<file path="src/rtl/lbist_pkg.sv">
// Shared types and default sizing for the logic-BIST sequencing controller.
package lbist_pkg;

    typedef enum logic [2:0] {
        ST_IDLE  = 3'd0,
        ST_SEED  = 3'd1,
        ST_RUN   = 3'd2,
        ST_DRAIN = 3'd3,
        ST_DONE  = 3'd4
    } lbist_state_e;

    localparam int unsigned DEF_N_PATTERNS = 16;
    localparam int unsigned DEF_ORA_LAT    = 1;
    localparam int unsigned DEF_CNT_W      = 8;

    // Value taken by fail_cnt / first_fail whenever a session's results are cleared.
    localparam int unsigned RES_RST = 0;

endpackage

</file>
<file path="src/rtl/lbist_tag_pipe.sv">
// Delay line of {valid, pattern index} tags matching the ORA result latency.
module lbist_tag_pipe #(
    parameter int unsigned DEPTH = 1,
    parameter int unsigned W     = 8
) (
    input  logic         clk,
    input  logic         rst_n,
    input  logic         i_flush,
    input  logic         i_valid,
    input  logic [W-1:0] i_idx,
    output logic         o_valid,
    output logic [W-1:0] o_idx,
    output logic         o_pending
);

    logic [DEPTH-1:0] r_valid;
    logic [W-1:0]     r_idx [DEPTH];

    always_ff @(posedge clk or negedge rst_n) begin
        if (!rst_n) begin
            r_valid <= '0;
            for (int unsigned i = 0; i < DEPTH; i++) r_idx[i] <= '0;
        end else if (i_flush) begin
            r_valid <= '0;
            for (int unsigned i = 0; i < DEPTH; i++) r_idx[i] <= '0;
        end else begin
            r_valid[0] <= i_valid;
            r_idx[0]   <= i_idx;
            for (int unsigned i = 1; i < DEPTH; i++) begin
                r_valid[i] <= r_valid[i-1];
                r_idx[i]   <= r_idx[i-1];
            end
        end
    end

    assign o_valid = r_valid[DEPTH-1];
    assign o_idx   = r_idx[DEPTH-1];

    // Tags still in flight behind the one currently being checked.
    generate
        if (DEPTH > 1) begin : g_pend
            assign o_pending = |r_valid[DEPTH-2:0];
        end else begin : g_nopend
            assign o_pending = 1'b0;
        end
    endgenerate

endmodule

</file>
<file path="src/rtl/lbist_ctrl.sv">
// Logic-BIST session controller: seeds and steps the TPG, checks ORA results,
// and reports pass / failure count / first failing pattern.
module lbist_ctrl
    import lbist_pkg::*;
#(
    parameter int unsigned N_PATTERNS = DEF_N_PATTERNS,
    parameter int unsigned ORA_LAT    = DEF_ORA_LAT,
    parameter int unsigned CNT_W      = DEF_CNT_W
) (
    input  logic             clk,
    input  logic             rst_n,
    input  logic             start,
    input  logic             abort,
    input  logic             ora_res,
    output logic             tpg_load,
    output logic             tpg_en,
    output logic             test_mode,
    output logic             busy,
    output logic             done,
    output logic             pass,
    output logic [CNT_W-1:0] fail_cnt,
    output logic [CNT_W-1:0] first_fail
);

    localparam logic [CNT_W-1:0] LAST_IDX = CNT_W'(N_PATTERNS - 1);
    localparam logic [CNT_W-1:0] RES_ZERO = CNT_W'(RES_RST);

    lbist_state_e     r_state;
    logic [CNT_W-1:0] r_cnt;
    logic             r_failed;

    logic             w_active;
    logic             w_abort;
    logic             w_flush;
    logic             w_issue;
    logic             w_tag_valid;
    logic [CNT_W-1:0] w_tag_idx;
    logic             w_pending;
    logic             w_mismatch;

    assign w_active   = (r_state == ST_SEED) || (r_state == ST_RUN) || (r_state == ST_DRAIN);
    assign w_abort    = abort && w_active;
    assign w_flush    = w_abort || (r_state == ST_SEED);
    assign w_issue    = (r_state == ST_RUN);
    assign w_mismatch = w_tag_valid && !ora_res;

    lbist_tag_pipe #(
        .DEPTH (ORA_LAT),
        .W     (CNT_W)
    ) u_tag_pipe (
        .clk       (clk),
        .rst_n     (rst_n),
        .i_flush   (w_flush),
        .i_valid   (w_issue),
        .i_idx     (r_cnt),
        .o_valid   (w_tag_valid),
        .o_idx     (w_tag_idx),
        .o_pending (w_pending)
    );

    always_ff @(posedge clk or negedge rst_n) begin
        if (!rst_n) begin
            r_state    <= ST_IDLE;
            r_cnt      <= '0;
            r_failed   <= 1'b0;
            tpg_load   <= 1'b0;
            tpg_en     <= 1'b0;
            test_mode  <= 1'b0;
            busy       <= 1'b0;
            done       <= 1'b0;
            pass       <= 1'b0;
            fail_cnt   <= RES_ZERO;
            first_fail <= RES_ZERO;
        end else begin
            tpg_load <= 1'b0;

            if (w_mismatch) begin
                if (fail_cnt != '1) fail_cnt <= fail_cnt + CNT_W'(1);
                if (!r_failed) begin
                    first_fail <= w_tag_idx;
                    r_failed   <= 1'b1;
                end
            end

            case (r_state)
                ST_IDLE, ST_DONE: begin
                    if (start) begin
                        r_state    <= ST_SEED;
                        tpg_load   <= 1'b1;
                        test_mode  <= 1'b1;
                        busy       <= 1'b1;
                        done       <= 1'b0;
                        pass       <= 1'b0;
                        r_cnt      <= '0;
                        r_failed   <= 1'b0;
                        fail_cnt   <= RES_ZERO;
                        first_fail <= RES_ZERO;
                    end
                end
                ST_SEED: begin
                    r_state <= ST_RUN;
                    tpg_en  <= 1'b1;
                end
                ST_RUN: begin
                    if (r_cnt == LAST_IDX) begin
                        r_state <= ST_DRAIN;
                        tpg_en  <= 1'b0;
                    end else begin
                        r_cnt <= r_cnt + CNT_W'(1);
                    end
                end
                ST_DRAIN: begin
                    // Final tag may be checked this cycle, so fold its result into pass.
                    if (!w_pending) begin
                        r_state   <= ST_DONE;
                        test_mode <= 1'b0;
                        busy      <= 1'b0;
                        done      <= 1'b1;
                        pass      <= !(r_failed || w_mismatch);
                    end
                end
                default: r_state <= ST_IDLE;
            endcase

            if (w_abort) begin
                r_state    <= ST_IDLE;
                tpg_load   <= 1'b0;
                tpg_en     <= 1'b0;
                test_mode  <= 1'b0;
                busy       <= 1'b0;
                r_cnt      <= '0;
                r_failed   <= 1'b0;
                fail_cnt   <= RES_ZERO;
                first_fail <= RES_ZERO;
            end
        end
    end

endmodule

</file>
<file path="config.mk">
export PLATFORM = sky130hd
export DESIGN_NAME = lbist_ctrl
export DESIGN_NICKNAME = d
export VERILOG_FILES = /design/src/rtl/lbist_pkg.sv /design/src/rtl/lbist_tag_pipe.sv /design/src/rtl/lbist_ctrl.sv
export SDC_FILE = /design/constraint.sdc
export NUM_CORES = 1
export LEC_CHECK = 0
export CAP_MARGIN = 0
export CORE_ASPECT_RATIO = 1.75
export CORE_MARGIN = 5
export CORE_UTILIZATION = 35
export DETAILED_ROUTE_END_ITERATION = 10
export PLACE_DENSITY = 0.54
export SKIP_LAST_GASP = 1
export SYNTH_ARGS = -nofsm -noshare
export SYNTH_HDL_FRONTEND = slang
export SYNTH_SLANG_ARGS = --single-unit
export TNS_END_PERCENT = 50
</file>
<file path="constraint.sdc">
create_clock -name clk -period 1.5 [get_ports clk]
set_input_delay 0.45 -clock clk [delete_from_list [all_inputs] [get_ports clk]]
set_output_delay 0.45 -clock clk [all_outputs]
set_load 0.01 [all_outputs]
</file>
==> metrics.md <==
| Metric | Value |
|---|---|
| Post-synth EDFFs | `0` |
| Die width | `between 60 and 70 um` |
| Failing checks | `setup timing` |
| Maximum clock path buffer count | `2` |
| Post-CTS Hold Buffers | `0` |
| Ys async rst share | `between 90% and 100%` |
| Most used DFF post-synth | `dfrtp_1` |
| WL final | `4470 um` |
| Kind of end point of the critical path | `flop` |
| Pin count of the biggest net entering global routing | `27` |
| Antenna violations before repair | `0` |
| # IOs | `27` |
| Rows | `35` |
| CP max FO | `4` |
| Clock transition at path regs | `approximately 0.08 ns` |
| R2r endpoint | `r_cnt[6]` |
| Non-filler cells, final | `approximately 320` |
| Part of the power in the clock network | `between 20% and 30%` |
| Syn_nets | `roughly 190` |
| # fillers | `around 490` |
| Setup_tns | `-0.0369 ns` |
| Share of the clock period used by the worst path | `102%` |
| CP Launch Type | `flop` |
| MaxCap Viol Count | `0` |
| GRT Total Usage | `a little over an eighth` |
| RSZ-0062 raised after global routing | `yes` |
| DRT iter0 DRCs | `between 80 and 90` |
| Warnings, synthesis | `0` |
| Via-to-Cell Ratio | `between 4 and 5` |
| Vias in the first global route | `between 1500 and 2000` |
| Synthesized area | `between 1500 and 2000 um2` |
| Via count | `1607` |
| Peak Freq | `approximately 650 MHz` |
| Comb power frac | `29.3%` |
| Gpl congestion | `slightly below 0.8` |
| PnR worst setup slack | `-0.0369 ns` |
| Port buffer count | `26` |
| Slew Viols, Final | `0` |
| Final core utilization | `51.5%` |
| P_sw | `0.827 mW` |
| Power Total | `around 2.8 mW` |
| Register Area | `1050 um2` |
| DIE AREA | `7150 um2` |
| Initial Utilization | `a little over a third` |
| Area occupied by multi-input gates | `881 um2` |
| #FFs+latches synth | `42` |
| Synth Area per Inst | `roughly 11 um2` |
| Post-Route Skew | `~0.0048 ns` |
| Clock tree sinks | `between 40 and 50` |
| Mapped Cells | `~180` |
| Die Ht | `~110 um` |
| Status | `finished, violations left` |
| Antenna-violating nets left | `0` |
| CTS Buf Count | `5` |
| Pint | `a little under 2 mW` |
| Post-placement worst setup slack | `-0.508 ns` |
| Fin crit period | `1.54 ns` |
| Synth-to-layout area growth | `41.7%` |
| Pleak | `between 1 and 1.5 nW` |
| Max-slew headroom | `71.3%` |
| R2r setup slk | `-0.04 ns` |
| Peak supply drop | `0.000711 V` |
| Post-synthesis sequential area ratio | `54.5%` |
| Remaining Overflow, GRT | `0` |
| Net count reported at finish | `approximately 260` |
| CTS tree | `yes` |
| Ant. Diodes | `0` |
| Synth unique cells | `44` |
| Hold Fails Final Rpt | `0` |
| Detail Placement HPWL | `between 3000 and 4000 um` |
| Setup CP Type | `flop to flop` |
| Core box area | `between 5000 and 6000 um2` |
| Worst reg-to-reg path cell count | `5` |
| Clk_lat worst skew | `~0.29 ns` |
| Mean routed wirelength per cell | `between 10 and 15 um` |
| H-tree levels | `2` |
| Slew @ Worst Pin | `about 0.43 ns` |
| Flop pwr share | `approximately 46%` |
| RR Startpoint | `r_cnt[0]` |
| Hold Path Class | `input pin to async pin` |
| CP required | `1.67 ns` |
| Placed instance count | `around 310` |
| Root Buffer | `clkbuf_8` |
| First-pass GRT wire length | `about 7500 um` |
| Share of layout cells above drive strength 1 | `approximately 28%` |
| Number of endpoints failing setup at the final stage | `1` |
| Critical path arrival | `roughly 1.7 ns` |
| Switching Fraction | `between 30% and 40%` |
| PwrDens | `slightly above 1000 nW/um2` |
| DRT Pass-1 Iters | `4` |
| DRC Markers | `0` |
==> metrics by stage <==
| stage | hold WS [ns] | cell area (um2) |
|---|---|---|
| after global routing | 0.119 | 2730 |
| after global placement | 0.414 | 2500 |
| final | 0.0917 | 2730 |
| after floorplan | 0.154 | 1940 |
| after detailed placement | 0.419 | 2500 |
| after CTS | 0.101 | 2620 |
==> state kept, by name, summed over array words and instances (netlist names) <==
name / count
busy: 1
r_failed: 1
tpg_load: 1
r_cnt: 8
tpg_en: 1
done: 1
u_tag_pipe.o_idx: 8
fail_cnt: 8
r_state: 3
u_tag_pipe.o_valid: 1
first_fail: 8
pass: 1
==> layout by cell type (no fill, tap or decap), types with 4 or more instances in the layout <==
master | netlist | layout
dfrtp_1 | 42 | 42
dlygate4sd2_1 | 0 | 15
buf_4 | 1 | 37
a211o_1 | 4 | 4
a21oi_1 | 6 | 6
dlymetal6s2s_1 | 0 | 10
nor2b_1 | 11 | 10
o21ai_0 | 5 | 5
clkbuf_8 | 0 | 5
nand2_1 | 9 | 8
and3_1 | 4 | 4
mux2i_1 | 10 | 10
nor3_1 | 9 | 9
nor2_1 | 27 | 25
==> area by class of cell <==
type	count	area share, %
Clock inverter	2	0.366
Multi-Input combinational cell	129	32.2
Sequential cell	42	38.5
Tap cell	74	3.39
Inverter	4	0.550
Clock buffer	5	2.52
Timing Repair Buffer	68	22.4
==> synthesized netlist by cell type (3+ instances only) <==
| cell type | instances | share of area [%] |
|---|---|---|
| o21ai_0 | 5 | 1.3 |
| or2_2 | 3 | 0.97 |
| mux2i_1 | 10 | 5.2 |
| nor3_1 | 9 | 2.3 |
| nand2_1 | 9 | 1.8 |
| nand4_1 | 3 | 0.97 |
| buf_2 | 4 | 1.0 |
| a21oi_1 | 6 | 1.6 |
| dfrtp_1 | 42 | 55 |
| nand3_1 | 4 | 1.0 |
| nor2_1 | 27 | 5.3 |
| nor2b_1 | 11 | 3.6 |
| a211o_1 | 4 | 1.8 |
| and3_1 | 4 | 1.3 |
==> routing by layer <==
| metal | routed length (um) | GRT usage [%] | share of wire (%) |
|---|---|---|---|
| met3 | 211 | 2.91 | 4.7 |
| met5 | 0 | 0 | 0 |
| met4 | 90 | 5.09 | 2.0 |
| met2 | 2380 | 23.4 | 53 |
| met1 | 1790 | 15.7 | 40 |
==> power groups by stage <==
stage               Sequential (mW)  Combinational [mW]  Clock [mW]
detailed placement             1.29               0.694           0
floorplan                      1.31               0.346           0
global placement               1.29               0.682           0
CTS                            1.26               0.717       0.702
global route                   1.28               0.876       0.749
finish                         1.27               0.806       0.675
==> critical path, stage by stage (launching register included) <==
cell and delay (ns):
dfrtp_1 0.39, ha_4 0.17, nand3_2 0.08, or2_2 0.32, and3_1 0.19, a211o_1 0.27
==> cells by family (layout without fill, tap and decap cells) <==
logic type | Yosys count | count (layout) | share of synthesized area (%)
AOI/OAI and AO/OA | 30 | 30 | 10.9
xor gates and xnor gates | 4 | 4 | 1.82
adders and majority gates | 2 | 2 | 1.30
buffers and inverters | 11 | 79 | 2.99
DFF | 42 | 42 | 54.5
muxes | 10 | 10 | 5.19
and+or+nand+nor | 83 | 83 | 23.3
==> repair_timing <==
| item | 4_1_cts | 5_1_grt |
|---|---|---|
| buffers inserted | 4 | 5 |
| gates resized for setup | 20 | 17 |
| endpoints found under the setup margin | 46 | 32 |
| pin swaps | 3 | 9 |
| cloned | 1 | 0 |
==> how the worst max path moves through the flow <==
stage | from | end | slack [ns]
after floorplan | r_cnt[0] | r_cnt[6] | -0.004
after detailed placement | ora_res | fail_cnt[7] | -0.51
final | r_cnt[0] | r_cnt[6] | -0.04
after global placement | ora_res | first_fail[0] | -0.43
after global routing | r_cnt[0] | r_cnt[6] | -0.1
after CTS | abort | r_cnt[6] | -0.15
Power figures use the tool's default switching activity.
